[config.mk]
export PLATFORM = sky130hd
export DESIGN_NAME = ball_motion_sequencer_flat
export DESIGN_NICKNAME = d
export VERILOG_FILES = /design/src/rtl/ball_cfg_if.sv /design/src/rtl/ball_motion_sequencer.sv /design/src/flat_wrapper.sv
export SDC_FILE = /design/constraint.sdc
export NUM_CORES = 1
export LEC_CHECK = 0
export ABC_AREA = 0
export BUFFER_PORTS_ARGS = -buffer_cell sky130_fd_sc_hd__buf_4
export CORE_MARGIN = 5
export CORE_UTILIZATION = 35
export CTS_BUF_LIST = sky130_fd_sc_hd__clkbuf_2 sky130_fd_sc_hd__clkbuf_4 sky130_fd_sc_hd__clkbuf_8
export CTS_CLUSTER_SIZE = 10
export DETAILED_ROUTE_END_ITERATION = 6
export PLACE_DENSITY_LB_ADDON = 0.12
export SETUP_SLACK_MARGIN = 0.2
export SLEW_MARGIN = 20
export SYNTH_ARGS = -nofsm -noshare
export SYNTH_HDL_FRONTEND = slang
export SYNTH_SLANG_ARGS = --single-unit
export TNS_END_PERCENT = 1
[constraint.sdc]
create_clock -name clk -period 6.4 [get_ports clk]
set_input_delay 1.28 -clock clk [delete_from_list [all_inputs] [get_ports clk]]
set_output_delay 1.28 -clock clk [all_outputs]
set_load 0.01 [all_outputs]
[src/rtl/ball_cfg_if.sv]
// Velocity configuration channel for the ball motion sequencer.
// The master offers a write with cfg_valid; the sequencer answers with cfg_ready.
interface ball_cfg_if;
  logic       cfg_valid;
  logic [2:0] cfg_idx;
  logic [8:0] cfg_vx;
  logic [8:0] cfg_vy;
  logic       cfg_ready;

  modport master (output cfg_valid, output cfg_idx, output cfg_vx, output cfg_vy, input cfg_ready);
  modport slave  (input cfg_valid, input cfg_idx, input cfg_vx, input cfg_vy, output cfg_ready);
endinterface

[src/rtl/ball_motion_sequencer.sv]
// Per-frame ball position update with edge bounce, plus registered per-ball pixel hit.
// state  | meaning
// IDLE   | waiting for frame_tick; accepts velocity writes
// MOVE   | add velocity to position of ball idx into temporaries
// BOUNCE | clamp/reflect and write back ball idx
// DONE   | pass complete, frame_done pulse
module ball_motion_sequencer #(
  parameter int NBALLS    = 4,
  parameter int BALL_SIZE = 4,
  parameter int XLIM      = 256,
  parameter int YLIM      = 240
) (
  input  logic              clk,
  input  logic              reset,
  input  logic              frame_tick,
  input  logic [8:0]        hpos,
  input  logic [8:0]        vpos,
  input  logic              display_on,
  ball_cfg_if.slave         cfg,
  output logic              busy,
  output logic              frame_done,
  output logic              overrun,
  output logic [NBALLS-1:0] ball_gfx
);

  localparam int IW = (NBALLS > 1) ? $clog2(NBALLS) : 1;
  localparam logic [IW-1:0] LAST_IDX = IW'(NBALLS - 1);
  localparam logic [8:0] X_HIT   = 9'(XLIM - BALL_SIZE);
  localparam logic [8:0] X_CLAMP = 9'(XLIM - BALL_SIZE - 1);
  localparam logic [8:0] Y_HIT   = 9'(YLIM - BALL_SIZE);
  localparam logic [8:0] Y_CLAMP = 9'(YLIM - BALL_SIZE - 1);
  localparam logic [8:0] SIZE    = 9'(BALL_SIZE);

  typedef enum logic [1:0] {S_IDLE, S_MOVE, S_BOUNCE, S_DONE} state_t;

  state_t        state, state_next;
  logic [IW-1:0] idx, idx_next;
  logic [8:0]    x [NBALLS];
  logic [8:0]    y [NBALLS];
  logic [8:0]    vx [NBALLS];
  logic [8:0]    vy [NBALLS];
  logic [8:0]    nx, ny;
  logic          cfg_we, bounce_we, cfg_in_range;
  logic [8:0]    cur_vx, cur_vy, bx, by, bvx, bvy;
  logic          hit_x, hit_y;

  assign cfg_in_range = ({1'b0, cfg.cfg_idx} < 4'(NBALLS));

  always_ff @(posedge clk or posedge reset) begin
    if (reset) begin
      state <= S_IDLE;
      idx   <= '0;
    end else begin
      state <= state_next;
      idx   <= idx_next;
    end
  end

  always_comb begin
    state_next    = state;
    idx_next      = idx;
    cfg_we        = 1'b0;
    bounce_we     = 1'b0;
    busy          = (state != S_IDLE);
    frame_done    = (state == S_DONE);
    cfg.cfg_ready = (state == S_IDLE) && !frame_tick;
    case (state)
      S_IDLE: begin
        if (frame_tick) begin
          state_next = S_MOVE;
          idx_next   = '0;
        end else if (cfg.cfg_valid && cfg_in_range) begin
          cfg_we = 1'b1;
        end
      end
      S_MOVE:   state_next = S_BOUNCE;
      S_BOUNCE: begin
        bounce_we = 1'b1;
        if (idx == LAST_IDX) begin
          state_next = S_DONE;
        end else begin
          idx_next   = idx + 1'b1;
          state_next = S_MOVE;
        end
      end
      S_DONE:   state_next = S_IDLE;
      default:  state_next = S_IDLE;
    endcase
  end

  // Clamp side depends on the direction of travel before reflection.
  always_comb begin
    cur_vx = vx[idx];
    cur_vy = vy[idx];
    hit_x  = (nx >= X_HIT);
    hit_y  = (ny >= Y_HIT);
    bvx    = hit_x ? (9'd0 - cur_vx) : cur_vx;
    bvy    = hit_y ? (9'd0 - cur_vy) : cur_vy;
    bx     = hit_x ? (cur_vx[8] ? 9'd0 : X_CLAMP) : nx;
    by     = hit_y ? (cur_vy[8] ? 9'd0 : Y_CLAMP) : ny;
  end

  always_ff @(posedge clk or posedge reset) begin
    if (reset) begin
      nx <= '0;
      ny <= '0;
    end else if (state == S_MOVE) begin
      nx <= x[idx] + vx[idx];
      ny <= y[idx] + vy[idx];
    end
  end

  always_ff @(posedge clk or posedge reset) begin
    if (reset) begin
      overrun <= 1'b0;
    end else if (frame_tick && (state != S_IDLE)) begin
      overrun <= 1'b1;
    end
  end

  always_ff @(posedge clk or posedge reset) begin
    if (reset) begin
      for (int i = 0; i < NBALLS; i++) begin
        x[i]  <= 9'(64 + 32 * i);
        y[i]  <= 9'(64 + 16 * i);
        vx[i] <= (i % 2 == 0) ? 9'd2 : 9'd510;
        vy[i] <= 9'(i + 1);
      end
    end else begin
      for (int i = 0; i < NBALLS; i++) begin
        if (bounce_we && (idx == IW'(i))) begin
          x[i]  <= bx;
          y[i]  <= by;
          vx[i] <= bvx;
          vy[i] <= bvy;
        end else if (cfg_we && (cfg.cfg_idx == 3'(i))) begin
          vx[i] <= cfg.cfg_vx;
          vy[i] <= cfg.cfg_vy;
        end
      end
    end
  end

  // Offsets wrap modulo 512, so a beam left of / above the ball never hits.
  always_ff @(posedge clk or posedge reset) begin
    if (reset) begin
      ball_gfx <= '0;
    end else begin
      for (int i = 0; i < NBALLS; i++) begin
        ball_gfx[i] <= display_on && (9'(hpos - x[i]) < SIZE) && (9'(vpos - y[i]) < SIZE);
      end
    end
  end

endmodule

[src/flat_wrapper.sv]
// flat-port wrapper written by rule: the top's interface ports become plain ports
module ball_motion_sequencer_flat 
#(
  parameter int NBALLS    = 4,
  parameter int BALL_SIZE = 4,
  parameter int XLIM      = 256,
  parameter int YLIM      = 240
)
  (clk, reset, frame_tick, hpos, vpos, display_on, busy, frame_done, overrun, ball_gfx, cfg_cfg_valid, cfg_cfg_idx, cfg_cfg_vx, cfg_cfg_vy, cfg_cfg_ready);
  ball_cfg_if cfg_i ();
  input  logic clk;
  input  logic reset;
  input  logic frame_tick;
  input  logic [8:0] hpos;
  input  logic [8:0] vpos;
  input  logic display_on;
  output logic busy;
  output logic frame_done;
  output logic overrun;
  output logic [NBALLS-1:0] ball_gfx;
  input wire logic [$bits(cfg_i.cfg_valid)-1:0] cfg_cfg_valid;
  input wire logic [$bits(cfg_i.cfg_idx)-1:0] cfg_cfg_idx;
  input wire logic [$bits(cfg_i.cfg_vx)-1:0] cfg_cfg_vx;
  input wire logic [$bits(cfg_i.cfg_vy)-1:0] cfg_cfg_vy;
  output wire logic [$bits(cfg_i.cfg_ready)-1:0] cfg_cfg_ready;
  assign cfg_i.cfg_valid = cfg_cfg_valid;
  assign cfg_i.cfg_idx = cfg_cfg_idx;
  assign cfg_i.cfg_vx = cfg_cfg_vx;
  assign cfg_i.cfg_vy = cfg_cfg_vy;
  assign cfg_cfg_ready = cfg_i.cfg_ready;
  ball_motion_sequencer #(.NBALLS(NBALLS), .BALL_SIZE(BALL_SIZE), .XLIM(XLIM), .YLIM(YLIM)) u_core (.clk(clk), .reset(reset), .frame_tick(frame_tick), .hpos(hpos), .vpos(vpos), .display_on(display_on), .cfg(cfg_i), .busy(busy), .frame_done(frame_done), .overrun(overrun), .ball_gfx(ball_gfx));
endmodule
==> results of run 1 <==
-- placed cells by master, fill, tap and decap left out, types with 18 or more instances in the layout --
| cell type | count |
|---|---|
| o21ai_0 | 151 |
| dfrtp_1 | 132 |
| nand2_1 | 116 |
| inv_1 | 85 |
| ha_1 | 78 |
| buf_4 | 64 |
| a22oi_1 | 57 |
| a21oi_1 | 54 |
| nor2_1 | 50 |
| dfstp_2 | 37 |
| mux4_2 | 36 |
| xnor2_1 | 26 |
| xor2_1 | 24 |
| a21o_1 | 20 |
| and2_1 | 18 |
-- report_power, final --
| part | switching [mW] | leakage (nW) | internal [mW] | total (mW) |
|---|---|---|---|---|
| Combinational | 2.09 | 3.08 | 1.57 | 3.66 |
| Clock | 0.454 | 0.205 | 0.362 | 0.816 |
| Sequential | 0.367 | 2.06 | 1.63 | 2.00 |
| Total | 2.92 | 5.35 | 3.56 | 6.48 |
-- layout make-up --
class	instances	area, µm²	area share (%)
clock buffer	18	241.5	1.996
clock inverter	14	158.9	1.313
inverter	87	331.6	2.740
multi-input combinational	828	6065	50.12
sequential	171	4328	35.77
tap	396	495.5	4.095
timing repair buffer	64	480.5	3.971
-- cells by family (layout without fill, tap and decap cells) --
| logic type | Yosys count | count (layout) |
|---|---|---|
| and+or+nand+nor | 277 | 277 |
| AOI/OAI and AO/OA | 369 | 369 |
| adders and majority gates | 80 | 80 |
| xor gates and xnor gates | 50 | 50 |
| buffers and inverters | 134 | 183 |
| DFF | 171 | 171 |
| muxes | 52 | 52 |
-- metal layers --
layer / wire [µm] / global-route usage [%] / vias to the layer above
met5: 0 / 0 / -
met4: 517 / 4.517 / 0
met3: 948 / 2.466 / 28
met2: 13530 / 26.53 / 168
met1: 15730 / 26.97 / 4173
li1: - / - / 4170
-- stage by stage --
stage	hold slack, ns	setup slack, ns	instances
floorplan	0.4615	0.5494	1133
global placement	0.4600	2.746	1546
detailed placement	0.4636	2.665	1546
CTS	0.4886	2.813	1578
global route	0.5061	2.606	1578
finish	0.4890	2.875	1578
-- sequential cells by signal, indices dropped and copies added (netlist names) --
name,flops
u_core.ball_gfx,4
u_core.idx,2
u_core.nx,9
u_core.ny,9
u_core.overrun,1
u_core.state,2
u_core.vx,36
u_core.vy,36
u_core.x,36
u_core.y,36
-- worst paths after layout --
check                           depth (start not counted)  slack, ns             end            from
max in group asynchronous                               3       4.17    u_core.y[13]           reset
worst min-delay path                                    1       0.49  u_core.overrun  u_core.overrun
worst min register to register                          1       0.49  u_core.overrun  u_core.overrun
worst max register to register                         10       2.87    u_core.ny[8]   u_core.idx[0]
min in group asynchronous                               2       0.99    u_core.vy[4]           reset
worst max-delay path                                   10       2.87    u_core.ny[8]   u_core.idx[0]
-- worst max-delay path: cells and delay by family (launching register included) --
family / cells / cell delay, ns
AO/OA/AOI/OAI: 6 / 1.05
XOR/XNOR: 1 / 0.13
adder cells (fa/ha/maj): 2 / 0.67
flip-flops: 1 / 0.83
multiplexers: 1 / 0.71
==> impl_metrics.json, run 1 <==
{
  "outcome": "completed",
  "ant_nets": 0,
  "synth_edf_count": 0,
  "gp_congestion": 0.8444,
  "final_cell_area_um2": 12100,
  "root_buffer": "clkbuf_8",
  "netlist.area_leader.share_pct": 30.79,
  "cp_cell_sequence": "mux4_2 -> ha_1 -> fa_1 -> a21o_1 -> a21oi_1 -> o211ai_1 -> a21o_1 -> a21oi_1 -> xnor2_1 -> o21ai_0",
  "crit_type": "reg2reg",
  "postLayoutCoreUtil_pct": 39.45,
  "grt_antenna_before_repair": 0,
  "clk_latency_ns": 0.47,
  "power.density_nw_per_um2": 535.3,
  "total_leakage_power_nw": 5.345,
  "worst-path-max-fanout": 18,
  "syn-cell-area_um2": 10890,
  "final-hold-violation-count": 0,
  "die_width_um": 186.4,
  "seq_area_frac_synth_pct": 39.72,
  "grt_pass1_wl_um": 49840,
  "drc": 0,
  "synth_top_cell_by_area": "dfrtp_1",
  "synth_top_family_by_area": "compound AO/OA/AOI/OAI gates",
  "rows": 64,
  "drive_gt1_share_pct": 17.60,
  "die_height_um": 186.4,
  "grt_pass1_vias": 8687,
  "max-vdd-ir-drop_mv": 0.1710,
  "fmax_mhz": 283.7,
  "fin_setup_tns_ns": 0,
  "drt_iter0_drc": 562,
  "min_period_ns": 3.525,
  "synthMuxAreaShare_pct": 8.962,
  "dieArea_um2": 34740,
  "synthTopCellsByArea": "dfrtp_1, ha_1, dfstp_2",
  "synth_common_cells": "o21ai_0, dfrtp_1, nand2_1",
  "hold_path_class": "reg2reg",
  "numPortBuffers": 51,
  "critPathRequiredTime_ns": 6.73,
  "overflow": 0,
  "first_pass_iters": 5,
  "grt_usage_pct": 17.71,
  "ios": 52,
  "syn_inst": 1133,
  "crit_arrival_ns": 3.86,
  "async_reset_ff_share_pct": 100.0,
  "total_power_mw": 6.477,
  "area_growth_syn_to_layout_pct": 11.12,
  "critPathSlowestCell": "dfrtp_2",
  "dp_hpwl_um": 22200,
  "post_cts_resized": 0,
  "nFillCells": 3107,
  "grt_max_degree": 101,
  "worst_pin_slew_ns": 1.144,
  "syn-num-nets": 1257,
  "initial_utilization_pct": 35.51,
  "vias": 8539,
  "synth_top_flop_cell": "dfrtp_1",
  "finalSetupViolCount": 0,
  "htreeDepth": 4,
  "cts_buffers": 17,
  "core_area_um2": 30670,
  "synthSimpleGateAreaFrac_pct": 12.32,
  "ys_types": 65,
  "cts_num_sinks": 171,
  "diodes": 0,
  "placed_cell_area_um2": 11690,
  "synth-seq-cells": 171,
  "synth_area_per_cell_um2": 9.611,
  "yosys_warnings": 0,
  "synthXorXnorAreaFrac_pct": 4.022,
  "period_share_pct": 55.08,
  "cts_tree": "built",
  "end_kind": "flip-flop",
  "synth_fa_ha_area_share_pct": 9.330,
  "start_kind": "flip-flop",
  "cts_setup_buffers": 0,
  "maxSlewHeadroom_pct": 23.77,
  "rsz0062_at_grt": "false",
  "routed_wl_um": 30720,
  "slowest_delay_ns": 0.83,
  "nets": 1293,
  "fin_skew_ns": 0.02010,
  "cts_max_path_buffers": 2,
  "via_per_inst": 5.411,
  "yosys.cell_count.top_type": "o21ai_0",
  "synth_compound_area_share_pct": 20.85,
  "wl_per_cell_um": 19.47,
  "cts_hold_buffers": 0,
  "slew_violations": 0,
  "cap_violations": 0,
  "clkTransAtPathRegs_ns": 0.10
}
Power figures use the tool's default switching activity.
==> run 2, diff against run 1 <==
--- a/config.mk
+++ b/config.mk
@@ -5,7 +5,7 @@
 export SDC_FILE = /design/constraint.sdc
 export NUM_CORES = 1
 export LEC_CHECK = 0
-export ABC_AREA = 0
+export ABC_AREA = 1
 export BUFFER_PORTS_ARGS = -buffer_cell sky130_fd_sc_hd__buf_4
 export CORE_MARGIN = 5
 export CORE_UTILIZATION = 35
==> constraint.sdc (replaced) <==
create_clock -name clk -period 3.6 [get_ports clk]
set_input_delay 0.72 -clock clk [delete_from_list [all_inputs] [get_ports clk]]
set_output_delay 0.72 -clock clk [all_outputs]
set_load 0.01 [all_outputs]
==> impl_metrics.json, run 2 <==
{
  "outcome": "completed",
  "root_buffer": "clkbuf_8",
  "diodes": 0,
  "period_share_pct": 82.72,
  "cts_num_sinks": 171,
  "seqCellArea_um2": 4327,
  "via_per_inst": 5.068,
  "ios": 52,
  "async_reset_ff_share_pct": 100.0,
  "cts_setup_buffers": 0,
  "fin_setup_tns_ns": 0,
  "grt_pass1_wl_um": 63760,
  "yosys.cell_count.top_type": "nand2_1",
  "dieArea_um2": 39120,
  "final_cell_area_um2": 13500,
  "wl_per_cell_um": 17.84,
  "ys_types": 43,
  "maxSlewHeadroom_pct": 37.92,
  "grt_antenna_before_repair": 0,
  "start_kind": "flip-flop",
  "placed_cell_area_um2": 13120,
  "drc": 0,
  "synth_edf_count": 0,
  "vias": 11480,
  "cts_tree": "built",
  "numPortBuffers": 51,
  "fmax_mhz": 335.8,
  "clk_latency_ns": 0.50,
  "slew_violations": 0,
  "drt_iter0_drc": 869,
  "area_growth_syn_to_layout_pct": 9.376,
  "yosys_warnings": 0,
  "grt_usage_pct": 20.85,
  "final_common_cell": "nand2_1",
  "worst-path-max-fanout": 89,
  "core_area_um2": 34710,
  "cts_max_path_buffers": 2,
  "finalSetupViolCount": 0,
  "hold_path_class": "in2async",
  "syn_inst": 1772,
  "drive_gt1_share_pct": 9.663,
  "dp_hpwl_um": 29350,
  "seq_area_frac_synth_pct": 35.04,
  "crit_arrival_ns": 3.34,
  "fin_skew_ns": 0.02631,
  "synth_common_cells": "nand2_1, inv_1, nand3_1",
  "clkTransAtPathRegs_ns": 0.12,
  "final-hold-violation-count": 0,
  "first_pass_iters": 5,
  "synth-seq-cells": 171,
  "fin_ws_ns": 0.6220,
  "synthTopCellsByArea": "dfrtp_1, nand2_1, ha_1",
  "postLayoutCoreUtil_pct": 38.89,
  "power.density_nw_per_um2": 952.0,
  "ant_nets": 0,
  "min_period_ns": 2.978,
  "grt_max_degree": 94,
  "critPathRequiredTime_ns": 3.96,
  "die_width_um": 197.8,
  "synth_top_flop_cell": "dfrtp_1",
  "syn-num-nets": 1896,
  "syn-cell-area_um2": 12340,
  "synth_area_per_cell_um2": 6.966,
  "gp_congestion": 0.8484,
  "end_kind": "flip-flop",
  "initial_utilization_pct": 35.56,
  "worst_pin_slew_ns": 0.9313,
  "die_height_um": 197.8,
  "netlist.area_leader.share_pct": 27.16,
  "synth_top_cell_by_area": "dfrtp_1",
  "routed_wl_um": 40440,
  "final_cell_mix": "nand2_1, inv_1, nand3_1",
  "post_cts_resized": 0,
  "total_leakage_power_nw": 6.820,
  "nets": 1922,
  "cts_buffers": 17,
  "max-vdd-ir-drop_mv": 0.5485,
  "rsz0062_at_grt": "false",
  "crit_type": "reg2reg",
  "dpl_worst_slack_ns": 0.6648,
  "multi_input_area_um2": 6809,
  "grt_pass1_vias": 10840,
  "cap_violations": 0,
  "cts_hold_buffers": 0,
  "overflow": 0,
  "rows": 68,
  "htreeDepth": 4,
  "nFillCells": 3699
}
==> run 2: final cells by class <==
cell class / instances / share of cell area [%]
Sequential cell: 171 / 32.05
Multi-Input combinational cell: 1310 / 50.43
Clock inverter: 15 / 1.131
Inverter: 232 / 6.496
Timing Repair Buffer: 66 / 3.948
Clock buffer: 17 / 1.733
Tap cell: 455 / 4.216
==> run 2: where the power goes <==
group	total, mW	switching [mW]	leakage [nW]	internal, mW
clock	1.40	0.885	0.193	0.517
combinational	8.13	5.41	4.54	2.73
sequential	3.32	0.445	2.08	2.87
total	12.9	6.74	6.82	6.11
==> run 2: worst max-delay path, stage by stage (launching register included) <==
cell	delay, ns
dfrtp_2	0.44
inv_4	0.65
o21ai_0	0.21
a21oi_1	0.16
a21oi_1	0.07
ha_1	0.35
a21oi_1	0.17
nand2_1	0.11
nand4_1	0.09
o211ai_1	0.10
or2_2	0.28
nand3_1	0.06
o21ai_0	0.10
==> run 2: per-stage QoR <==
step / std cells / hold slack (ns) / power [mW]
after detailed placement: 2234 / 0.4639 / 11.44
after CTS: 2266 / 0.2374 / 12.89
after global placement: 2234 / 0.4689 / 11.41
after floorplan: 1772 / 0.4530 / 9.328
final: 2266 / 0.2558 / 12.85
after global routing: 2266 / 0.2648 / 14.18
==> run 2: cells by family (layout without fill, tap and decap cells) <==
| family | count (synthesis) | after routing | synth area share [%] |
|---|---|---|---|
| AO/OA/AOI/OAI | 309 | 309 | 14.04 |
| AND/OR/NAND/NOR | 890 | 890 | 30.51 |
| buffers and inverters | 291 | 330 | 9.801 |
| flip-flops | 171 | 171 | 35.04 |
| XOR/XNOR | 31 | 31 | 2.382 |
| adder cells (fa/ha/maj) | 80 | 80 | 8.230 |
==> run 2: metal layers <==
metal	wire length (µm)	vias up	share of wire, %	track usage (%)
li1	-	5802	-	-
met5	0	-	0	0
met3	1635	39	4.0	2.501
met2	18270	261	45	32.83
met4	674	0	1.7	4.948
met1	19860	5381	49	30.64
==> run 2: path summary, 6_finish.rpt <==
path                                startpoint             end  slack (ns)  cells after the start
worst max-delay path             u_core.idx[0]    u_core.ny[7]        0.62                     12
worst min-delay path                     reset   u_core.vy[14]        0.26                      2
worst max register to register   u_core.idx[0]    u_core.ny[7]        0.62                     12
worst min register to register  u_core.overrun  u_core.overrun        0.49                      1
max in group asynchronous                reset   u_core.idx[0]        2.38                      3
min in group clk                 cfg_cfg_vy[3]   u_core.vy[21]        0.46                      3
